$ cat src/rtl/seq_checker_q5.sv
// Receive-side lock checker for the 8-code shift/fold sequence 05,0A,14,28,50,A0,41,82.
// Acquires lock after LOCK_COUNT in-order codes and drops it after MISS_LIMIT straight misses.
module seq_checker_q5 #(
  parameter int unsigned LOCK_COUNT = 3,
  parameter int unsigned MISS_LIMIT = 2
) (
  input  logic       clk,
  input  logic       clear_n,
  input  logic       seq_valid,
  input  logic [7:0] seq_in,
  input  logic       clr_err,
  output logic       locked,
  output logic [2:0] phase,
  output logic       error,
  output logic       wrap,
  output logic [7:0] err_count
);

  localparam logic [2:0] LockCnt = 3'(LOCK_COUNT);
  localparam logic [2:0] MissLim = 3'(MISS_LIMIT);

  typedef enum logic [1:0] {StHunt, StConfirm, StLocked} state_e;

  state_e     state_q, state_d;
  logic [2:0] exp_q, exp_d;
  logic [2:0] match_q, match_d;
  logic [2:0] miss_q, miss_d;
  logic [2:0] phase_q, phase_d;
  logic       error_q, error_d;
  logic       wrap_q, wrap_d;
  logic [7:0] err_q, err_d;

  logic       hit;
  logic [2:0] hit_idx;
  logic       exp_hit;

  function automatic logic [7:0] code_of(input logic [2:0] idx);
    logic [7:0] code;
    case (idx)
      3'd0:    code = 8'h05;
      3'd1:    code = 8'h0A;
      3'd2:    code = 8'h14;
      3'd3:    code = 8'h28;
      3'd4:    code = 8'h50;
      3'd5:    code = 8'hA0;
      3'd6:    code = 8'h41;
      default: code = 8'h82;
    endcase
    return code;
  endfunction

  // Table membership search; codes are distinct so at most one index hits.
  always_comb begin
    hit     = 1'b0;
    hit_idx = 3'd0;
    for (int i = 0; i < 8; i++) begin
      if (seq_in == code_of(3'(i))) begin
        hit     = 1'b1;
        hit_idx = 3'(i);
      end
    end
  end

  assign exp_hit = (seq_in == code_of(exp_q));

  always_comb begin
    state_d = state_q;
    exp_d   = exp_q;
    match_d = match_q;
    miss_d  = miss_q;
    phase_d = phase_q;
    error_d = 1'b0;
    wrap_d  = 1'b0;
    err_d   = err_q;

    if (seq_valid) begin
      unique case (state_q)
        StHunt, StConfirm: begin
          if (state_q == StConfirm && exp_hit) begin
            phase_d = exp_q;
            exp_d   = exp_q + 3'd1;
            match_d = match_q + 3'd1;
            if (match_q + 3'd1 == LockCnt) begin
              state_d = StLocked;
              miss_d  = 3'd0;
            end
          end else if (hit) begin
            // A table member (re)starts a run from wherever it sits in the table.
            phase_d = hit_idx;
            exp_d   = hit_idx + 3'd1;
            match_d = 3'd1;
            miss_d  = 3'd0;
            state_d = (LockCnt == 3'd1) ? StLocked : StConfirm;
          end else begin
            state_d = StHunt;
          end
        end
        StLocked: begin
          exp_d = exp_q + 3'd1;
          if (exp_hit) begin
            phase_d = exp_q;
            miss_d  = 3'd0;
            wrap_d  = (exp_q == 3'd7);
          end else begin
            // Flywheel: the missed slot is still consumed so phase tracking survives.
            error_d = 1'b1;
            err_d   = (err_q != 8'hFF) ? err_q + 8'd1 : err_q;
            miss_d  = miss_q + 3'd1;
            if (miss_q + 3'd1 == MissLim) begin
              state_d = StHunt;
              miss_d  = 3'd0;
              match_d = 3'd0;
            end
          end
        end
        default: state_d = StHunt;
      endcase
    end

    if (clr_err) err_d = 8'd0;
  end

  always_ff @(posedge clk or negedge clear_n) begin
    if (!clear_n) begin
      state_q <= StHunt;
      exp_q   <= 3'd0;
      match_q <= 3'd0;
      miss_q  <= 3'd0;
      phase_q <= 3'd0;
      error_q <= 1'b0;
      wrap_q  <= 1'b0;
      err_q   <= 8'd0;
    end else begin
      state_q <= state_d;
      exp_q   <= exp_d;
      match_q <= match_d;
      miss_q  <= miss_d;
      phase_q <= phase_d;
      error_q <= error_d;
      wrap_q  <= wrap_d;
      err_q   <= err_d;
    end
  end

  assign locked    = (state_q == StLocked);
  assign phase     = phase_q;
  assign error     = error_q;
  assign wrap      = wrap_q;
  assign err_count = err_q;

endmodule

$ cat config.mk
export PLATFORM = sky130hd
export DESIGN_NAME = seq_checker_q5
export DESIGN_NICKNAME = d
export VERILOG_FILES = /design/src/rtl/seq_checker_q5.sv
export SDC_FILE = /design/constraint.sdc
export NUM_CORES = 1
export LEC_CHECK = 0
export ABC_AREA = 1
export BUFFER_PORTS_ARGS = -buffer_cell sky130_fd_sc_hd__buf_2
export CAP_MARGIN = 20
export CORE_UTILIZATION = 62
export CTS_CLUSTER_DIAMETER = 150
export DETAILED_ROUTE_END_ITERATION = 8
export PLACE_DENSITY = 0.95
export SYNTH_ARGS = -nofsm -noshare
export SYNTH_HDL_FRONTEND = slang
export SYNTH_SLANG_ARGS = --single-unit
$ cat constraint.sdc
create_clock -name clk -period 2.9 [get_ports clk]
set_input_delay 0.145 -clock clk [delete_from_list [all_inputs] [get_ports clk]]
set_output_delay 0.145 -clock clk [all_outputs]
set_load 0.005 [all_outputs]
==> impl_metrics.ini <==
[cts]
clk_latency_ns = 0.32
cts_resized = 0
cts_tree = built
post_cts_buffers = 0
clkTransAtPathRegs_ns = 0.13
clock-root-buffer = clkbuf_4
cts.path.max_buffers = 2
clock_sinks = 24
cts.hold.buffers_added = 1
h-tree-depth = 1
numCtsBuffers = 3

[pwr]
p_leak_nw = 1.19
finalPower_mw = 0.745
max-vdd-ir-drop_mv = 0.301
power.density_nw_per_um2 = 354

[floorplanning]
die_area_um2 = 3320
top_level_ports = 26
die_w_um = 57.6
initial_utilization_pct = 67.2
fp.dieH_um = 57.6
coreArea_um2 = 2850
rows = 19

[placement]
postPlaceCellArea_um2 = 2060
place_worst_setup_slack_ns = 0.807
place_congestion = 0.872
port_buffers = 25
place_inst = 319
dpl.hpwl_um = 3130

[outcome]
status = finished, violations left
violations = DRC

[route]
wl_per_cell_um = 13.7
drc = 1
drtPass1Iterations = 7
num_vias = 1869
ant_nets = 0
wirelength_um = 4430
vias_per_cell = 5.77
drt_iter0_drc = 112

[sta]
period_share_pct = 76.6
fin_ws_ns = 0.678
hold_viol = 0
rsz0062_at_grt = false
fin_tns_setup_ns = 0
report.final.setup_viol = 0
fin_skew_ns = 0.00946
layout_min_cycle_time_ns = 2.22
drv_slew = 0
tightest_slew_ns = 0.543
clock.fmax_ghz = 0.450
slew_headroom_pct = 63.8

[worst_hold_path]
hp-class = in -> reg
min_path_cells = 3
hold_path_end = wrap
hp-start = seq_valid

[global_routing]
grt_overflow = 0
antenna_found_initial = 0
grt_pass1_wl_um = 7810
grt_usage_pct = 30.3
grt_pass1_vias = 1782
grt_max_degree = 25

[critical_path]
cp_max_fo = 10
regToRegEndpoint = miss_q[0]
cp.required_ns = 3.12
reg2reg_depth = 14
worstSetupPathType = reg -> reg
setup.worst_path.end_class = flop
critical_path_arrival_ns = 2.44
start_kind = flop
reg2reg_from = exp_q[0]
r2r_setup_slack_ns = 0.68

[cells_and_area]
nFillCells = 226
fin_area_um2 = 2110
drive_gt1_share_pct = 17.4
areaGrowthSynthToFinish_pct = 9.92
layout.cells.non_filler = 324
regArea_um2 = 601
diodes = 0
multiInputGateArea_um2 = 1160
num-nets-final = 317

[logic_synthesis]
synthCells = 266
ys_seq_area_share_pct = 31.3
ys_ff_latch = 24
synth_area_um2 = 1920
ys_types = 29
syn-num-nets = 289
yosysWarnings = 0
avgSynthCellArea_um2 = 7.21

[job]
cap_violations = 0
[worst max-delay path: stages (launching register included)]
cell	delay, ns
dfrtp_1	0.46
inv_1	0.12
ha_1	0.24
inv_1	0.09
nand2_1	0.08
nand3_1	0.12
nand2_1	0.06
nor2_1	0.11
nand2_1	0.09
nor2_4	0.14
nand3_4	0.16
nand3_4	0.17
nand3_4	0.11
nand2_1	0.09
o21ai_1	0.07
[synth_stat cells]
cell      instances  area (um^2)
a21oi_1           1         5.00
buf_1             1         3.75
buf_2             1         5.00
buf_6             1         11.3
clkinv_2          1         5.00
dfrtp_1          24          601
ha_1             11          138
inv_1            32          120
inv_4             1         6.26
nand2_1          85          319
nand2_2           4         25.0
nand2_4           3         33.8
nand3_1          30          150
nand3_4           5         87.6
nand3b_1          6         45.0
nand4_1           5         31.3
nor2_1           20         75.1
nor2_2            2         12.5
nor2_4            1         11.3
nor3_1            2         10.0
nor3_4            1         16.3
o21ai_0           3         15.0
o21ai_1          12         60.1
o21ai_4           1         16.3
or2_1             1         6.26
or2_2             2         12.5
xnor2_1           2         17.5
xor2_1            7         61.3
xor2_2            1         16.3
[metrics by stage]
step	hold WS (ns)	utilization [%]
2_1_floorplan	-0.151	-
3_3_place_gp	0.149	72.2
3_5_place_dp	0.161	72.2
4_1_cts	0.191	73.9
5_1_grt	0.187	73.9
6_report	0.197	73.9
[area by class of cell]
class / count / share of cell area (%)
timing repair buffer: 26 / 6.41
sequential: 24 / 28.5
inverter: 34 / 6.24
clock buffer: 4 / 1.72
multi-input combinational: 205 / 55.3
tap: 31 / 1.84
[registers in the layout, indices dropped and copies added (netlist names)]
name,cells
err_count,8
error,1
exp_q,3
match_q,3
miss_q,3
phase,3
state_q,2
wrap,1
[how the worst max path moves through the flow]
stage / from / endpoint / slack [ns] / cells past startpoint
after floorplan: exp_q[0] / match_q[0] / 1.07 / 14
after global placement: exp_q[0] / phase[0] / 0.88 / 14
after detailed placement: exp_q[0] / phase[2] / 0.81 / 14
after CTS: exp_q[0] / miss_q[0] / 0.69 / 14
after global routing: exp_q[0] / phase[0] / 0.49 / 14
final: exp_q[0] / miss_q[0] / 0.68 / 14
[routing by layer]
metal / part of all wire (%) / track usage (%) / vias to the layer above
li1: - / - / 899
met1: 44 / 40.1 / 854
met2: 47 / 49.0 / 100
met3: 6.9 / 5.90 / 16
met4: 2.8 / 11.8 / 0
met5: 0 / 0 / -
[cell families after synthesis]
| kind of cell | count (synthesis) | share of synthesized area, % |
|---|---|---|
| AOI/OAI and AO/OA | 17 | 5.03 |
| adders and majority gates | 11 | 7.18 |
| DFF | 24 | 31.3 |
| buffers and inverters | 37 | 7.90 |
| xor gates and xnor gates | 10 | 4.96 |
| and+or+nand+nor | 167 | 43.6 |
[where the power goes]
| part | switching, mW | total [mW] | internal (mW) |
|---|---|---|---|
| Clock | 0.101 | 0.177 | 0.0768 |
| Sequential | 0.0200 | 0.375 | 0.355 |
| Combinational | 0.125 | 0.193 | 0.0677 |
| Total | 0.246 | 0.745 | 0.499 |
[placed cells by master (no fill, tap or decap), types with 4 or more instances in the layout]
cell type	netlist	layout
buf_2	1	25
nand4_1	5	5
o21ai_1	12	12
nand3b_1	6	6
nand2_2	4	4
dfrtp_1	24	24
xor2_1	7	7
nand3_4	5	5
nand3_1	30	30
inv_1	32	32
nand2_1	85	85
ha_1	11	11
nor2_1	20	20
(Power assumes the default switching activity.)
